$ cat src/rtl/max_unpool_stream_if.sv
// Handshake bundle for the 2x2 max-unpooling stage: pooled input stream in,
// upsampled output stream out.
interface max_unpool_stream_if #(
  parameter int DATA_W = 4
);
  logic              in_valid;
  logic              in_ready;
  logic [DATA_W-1:0] in_data;
  logic [1:0]        in_idx;
  logic              out_valid;
  logic              out_ready;
  logic [DATA_W-1:0] out_data;
  logic              out_eol;
  logic              out_last;

  modport master (
    output in_valid, in_data, in_idx, out_ready,
    input  in_ready, out_valid, out_data, out_eol, out_last
  );

  modport slave (
    input  in_valid, in_data, in_idx, out_ready,
    output in_ready, out_valid, out_data, out_eol, out_last
  );
endinterface

$ cat src/rtl/max_unpool_stream.sv
// Streaming 2x2 max-unpooling: buffers one pooled row, then emits the two
// upsampled rows, placing each value at its argmax slot and zero elsewhere.
module max_unpool_stream #(
  parameter int DATA_W = 4,
  parameter int POOL_W = 8,
  parameter int POOL_H = 8
) (
  input logic                 clk,
  input logic                 rst_n,
  max_unpool_stream_if.slave  bus
);
  localparam int AW = (POOL_W > 1) ? $clog2(POOL_W) : 1;
  localparam int CW = AW + 1;
  localparam int RW = (POOL_H > 1) ? $clog2(POOL_H) : 1;
  localparam logic [CW-1:0] IN_LAST  = CW'(POOL_W - 1);
  localparam logic [CW-1:0] OUT_LAST = CW'(2 * POOL_W - 1);
  localparam logic [RW-1:0] ROW_LAST = RW'(POOL_H - 1);

  typedef enum logic [1:0] {IDLE, FILL, TOP, BOT} state_t;

  state_t                         state_q, state_d;
  logic [CW-1:0]                  col_cnt;
  logic [RW-1:0]                  row_cnt;
  logic [POOL_W-1:0][DATA_W-1:0]  buf_data;
  logic [POOL_W-1:0][1:0]         buf_idx;

  logic          emitting;
  logic          in_fire;
  logic          out_fire;
  logic          slot_match;
  logic [AW-1:0] wr_addr;
  logic [AW-1:0] rd_addr;

  assign emitting = (state_q == TOP) || (state_q == BOT);
  assign in_fire  = (state_q == FILL) && bus.in_valid;
  assign out_fire = emitting && bus.out_ready;
  assign wr_addr  = col_cnt[AW-1:0];
  assign rd_addr  = col_cnt[AW:1];

  // Row parity comes from the state, column parity from the output column.
  assign slot_match = (buf_idx[rd_addr] == {state_q == BOT, col_cnt[0]});

  assign bus.in_ready  = (state_q == FILL);
  assign bus.out_valid = emitting;
  assign bus.out_data  = (emitting && slot_match) ? buf_data[rd_addr] : '0;
  assign bus.out_eol   = emitting && (col_cnt == OUT_LAST);
  assign bus.out_last  = bus.out_eol && (state_q == BOT) && (row_cnt == ROW_LAST);

  always_ff @(posedge clk or negedge rst_n) begin
    if (!rst_n) begin
      state_q <= IDLE;
    end else begin
      state_q <= state_d;
    end
  end

  always_comb begin
    state_d = state_q;
    case (state_q)
      IDLE: state_d = FILL;
      FILL: if (in_fire && (col_cnt == IN_LAST)) state_d = TOP;
      TOP:  if (out_fire && (col_cnt == OUT_LAST)) state_d = BOT;
      BOT:  if (out_fire && (col_cnt == OUT_LAST)) state_d = FILL;
      default: state_d = IDLE;
    endcase
  end

  always_ff @(posedge clk or negedge rst_n) begin
    if (!rst_n) begin
      col_cnt  <= '0;
      row_cnt  <= '0;
      buf_data <= '0;
      buf_idx  <= '0;
    end else if (in_fire) begin
      buf_data[wr_addr] <= bus.in_data;
      buf_idx[wr_addr]  <= bus.in_idx;
      col_cnt           <= (col_cnt == IN_LAST) ? '0 : col_cnt + 1'b1;
    end else if (out_fire) begin
      col_cnt <= (col_cnt == OUT_LAST) ? '0 : col_cnt + 1'b1;
      if ((state_q == BOT) && (col_cnt == OUT_LAST)) begin
        row_cnt <= (row_cnt == ROW_LAST) ? '0 : row_cnt + 1'b1;
      end
    end
  end
endmodule

$ cat src/flat_wrapper.sv
// flat-port wrapper written by rule: the top's interface ports become plain ports
module max_unpool_stream_flat 
#(
  parameter int DATA_W = 4,
  parameter int POOL_W = 8,
  parameter int POOL_H = 8
)
  (clk, rst_n, bus_in_valid, bus_in_data, bus_in_idx, bus_out_ready, bus_in_ready, bus_out_valid, bus_out_data, bus_out_eol, bus_out_last);
  max_unpool_stream_if #(.DATA_W(DATA_W)) bus_i ();
  input logic clk;
  input logic rst_n;
  input wire logic [$bits(bus_i.in_valid)-1:0] bus_in_valid;
  input wire logic [$bits(bus_i.in_data)-1:0] bus_in_data;
  input wire logic [$bits(bus_i.in_idx)-1:0] bus_in_idx;
  input wire logic [$bits(bus_i.out_ready)-1:0] bus_out_ready;
  output wire logic [$bits(bus_i.in_ready)-1:0] bus_in_ready;
  output wire logic [$bits(bus_i.out_valid)-1:0] bus_out_valid;
  output wire logic [$bits(bus_i.out_data)-1:0] bus_out_data;
  output wire logic [$bits(bus_i.out_eol)-1:0] bus_out_eol;
  output wire logic [$bits(bus_i.out_last)-1:0] bus_out_last;
  assign bus_i.in_valid = bus_in_valid;
  assign bus_i.in_data = bus_in_data;
  assign bus_i.in_idx = bus_in_idx;
  assign bus_i.out_ready = bus_out_ready;
  assign bus_in_ready = bus_i.in_ready;
  assign bus_out_valid = bus_i.out_valid;
  assign bus_out_data = bus_i.out_data;
  assign bus_out_eol = bus_i.out_eol;
  assign bus_out_last = bus_i.out_last;
  max_unpool_stream #(.DATA_W(DATA_W), .POOL_W(POOL_W), .POOL_H(POOL_H)) u_core (.clk(clk), .rst_n(rst_n), .bus(bus_i));
endmodule
$ cat config.mk
export PLATFORM = sky130hd
export DESIGN_NAME = max_unpool_stream_flat
export DESIGN_NICKNAME = d
export VERILOG_FILES = /design/src/rtl/max_unpool_stream_if.sv /design/src/rtl/max_unpool_stream.sv /design/src/flat_wrapper.sv
export SDC_FILE = /design/constraint.sdc
export NUM_CORES = 1
export LEC_CHECK = 0
export CAP_MARGIN = 0
export CORE_MARGIN = 2
export CORE_UTILIZATION = 58
export DETAILED_ROUTE_END_ITERATION = 10
export GPL_TIMING_DRIVEN = 0
export PLACE_DENSITY = 0.75
export SLEW_MARGIN = 30
export SYNTH_ARGS = -nofsm -noshare
export SYNTH_HDL_FRONTEND = slang
export SYNTH_SLANG_ARGS = --single-unit
$ cat constraint.sdc
create_clock -name clk -period 2.6 [get_ports clk]
set_clock_uncertainty 0.2 [all_clocks]
set_input_delay 0.26 -clock clk [delete_from_list [all_inputs] [get_ports clk]]
set_output_delay 0.26 -clock clk [all_outputs]
set_load 0.005 [all_outputs]
==> impl_results.md <==
- Class of the worst hold path: in2async
- Total global-route track usage: 24.0%
- I/O Pins: 18
- Max Cap Violations: 0
- Avg Inst Size Synth: 14.2 um^2
- Fmax: 388 MHz
- Clock-pin slew on the worst setup and hold paths: 60 ps
- Register area share after synthesis: 50.9%
- Commonest non-fill, non-tap cell in the layout: dfrtp_1
- Status: completed
- FP Rows: 25
- Unique masters post-synth: 33
- CTS Root Cell: clkbuf_8
- Setup_tns: 0 ps
- Synth Cell Area: approximately 2800 um^2
- GP Congestion: between 0.8 and 0.9
- WHS: 58.6 ps
- Post-route DRC: 0
- Endpoint class of the critical path: output pin
- Largest net degree at the start of global routing: 56
- Detailed-route via count: 1759
- Drt via density: ~6
- DR iter-0 viols: 108
- Syn Inst Count: 197
- TritonCTS buffer count: 9
- Crit Path Max Fanout: 10
- Slew Limit Headroom: 47.8%
- First-pass GRT wire length: between 9000 and 10000 um
- Worst vdd ir: 0.670 mV
- Syn. warnings: 0
- Clk pwr share: around a fifth
- Wire length per cell: a little under 20 um
- Reg2reg path depth: 5
- DPL Wire Length: 3790 um
- CP Class: reg2out
- Sequential power share: 36.5%
- Final Max Slew Viols: 0
- Port Buf Inserts: 17
- DRT Pass-1 Iters: 4
- Most frequent cells in the layout: dfrtp_1, mux2_2, mux2i_1, clkdlybuf4s50_1
- GRT overflow: 0
- Critical path required time: 2140 ps
- Die width: 73.5 um
- Initial Util: 59.7%
- Ant. Diodes: 0
- Pint: between 0.002 and 0.003 W
- Worst-Skew Late Latency: 340 ps
- Period utilisation layout: between 90% and 100%
- Combinational share of power: 43.8%
- WL final: 5640 um
- CTS tree: built
- Clock Sinks: 57
- Pwr dens: 1240 nW/um^2
- Initial antenna violation count: 0
- Post-route ant nets: 0
- Leakage: 1.51 nW
- Slew @ Worst Pin: 780 ps
- Unrepaired setup endpoints after global routing: yes
- CP arrival: 2120 ps
- Tmin final: 2580 ps
- Die Y: 73.5 um
- CTS max path bufs: 2
- # setup viols final: 0
- CTS H-tree depth: 3
- Die ar.: 5400 um^2
- Number of global-route vias before repair: 1795
- Hold Fails Final Rpt: 0
- Yosys reg bits: 57
- NetSw: 0.00139 W
- Nets: 243
- Synth Net Count: 214
- Switch share: around a third
- Layout cell share with drive strength beyond 1: about two fifths
- Core box area: ~4700 um^2
- Setup crit start kind: flip-flop
- Area growth syn-to-layout: 17.8%
==> power groups by stage <==
stage / clock, W / sequential [W] / combinational [W]
after floorplan: 0 / 0.00143 / 0.00128
after global placement: 0 / 0.00146 / 0.00160
after detailed placement: 0 / 0.00150 / 0.00168
after CTS: 0.000809 / 0.00149 / 0.00173
after global routing: 0.000854 / 0.00154 / 0.00196
final: 0.000803 / 0.00149 / 0.00179
==> cells by family after synthesis <==
| logic type | after synthesis | share of synthesized area, % |
|---|---|---|
| xor gates and xnor gates | 3 | 0.938 |
| DFF | 57 | 50.9 |
| AOI/OAI and AO/OA | 9 | 1.92 |
| buffers and inverters | 11 | 2.37 |
| muxes | 76 | 34.0 |
| adders and majority gates | 7 | 3.13 |
| and+or+nand+nor | 34 | 6.70 |
==> sequential cells by signal, indices dropped and copies added (netlist names) <==
name / cells
u_core.buf_data: 32
u_core.row_cnt: 3
u_core.state_q: 2
u_core.col_cnt: 4
u_core.buf_idx: 16
==> Yosys cell counts, drive strengths merged <==
cell type / n / area [um^2]
nor2: 6 / 25.0
a21oi: 2 / 10.0
buf: 6 / 47.5
xor2: 1 / 8.76
xnor2: 2 / 17.5
nand2b: 2 / 12.5
and3: 3 / 18.8
nor2b: 1 / 6.26
mux2: 51 / 574
nor3: 7 / 51.3
a31oi: 2 / 12.5
nand3: 4 / 20.0
mux2i: 15 / 154
nand2: 6 / 22.5
dfrtp: 57 / 1430
o21ai: 3 / 15.0
mux4: 10 / 225
a41oi: 1 / 8.76
a21o: 1 / 7.51
or2: 1 / 6.26
clkbuf: 2 / 7.51
inv: 3 / 11.3
nand4: 2 / 12.5
ha: 7 / 87.6
and2: 1 / 6.26
or3: 1 / 6.26
==> path summary, 6_finish.rpt <==
check,slack (ps),start,to
max,20,u_core.col_cnt[2],bus_out_data[3]
min,60,rst_n,u_core.state_q[0]
max reg2reg,90,u_core.state_q[1],u_core.buf_idx[9]
min reg2reg,300,u_core.buf_idx[15],u_core.buf_idx[15]
max in group asynchronous,1700,rst_n,u_core.buf_data[31]
min in group clk,300,u_core.buf_idx[15],u_core.buf_idx[15]
==> routing by layer <==
layer,wire length (um),vias up,global-route usage (%)
met1,2430,905,31.7
met3,176,15,4.53
met5,0,-,0
met2,2870,51,37.9
met4,161,0,12.1
li1,-,788,-
==> timing repair <==
action                                  CTS  global route
gates resized for setup                  18             7
pin swaps                                 1             4
setup buffers                             0             0
endpoints found under the hold margin    57             0
endpoints found under the setup margin    4            10
hold buffers                              1             0
==> critical path, cell delays in order (launching register included) <==
cell and delay [ps]:
dfrtp_1 380, buf_6 150, mux2i_1 130, mux4_2 530
xnor2_4 190, nor3_2 180, clkdlybuf4s15_2 220
==> final cells by class <==
| class | count | area [um^2] |
|---|---|---|
| well taps | 54 | 67.6 |
| inverters | 3 | 16.3 |
| multi-input cells | 129 | 1360 |
| clock inverters | 3 | 40.0 |
| plain buffers | 7 | 50.0 |
| repair buffers | 19 | 191 |
| fillers | 311 | 1390 |
| flip-flops and latches | 57 | 1430 |
| clock buffers | 13 | 149 |
==> stage by stage <==
stage | std cells | power, W | cell area [um^2] | util [%] | setup WS [ps]
finish | 285 | 0.00409 | 3300 | 70.3 | 24.7
global route | 285 | 0.00435 | 3300 | 70.3 | -64.4
CTS | 285 | 0.00403 | 3270 | 69.8 | -31.9
detailed placement | 269 | 0.00318 | 3060 | 65.3 | -96.9
global placement | 268 | 0.00306 | 3040 | 64.8 | -467
floorplan | 197 | 0.00271 | 2800 | - | 577
Power figures use the tool's default switching activity.
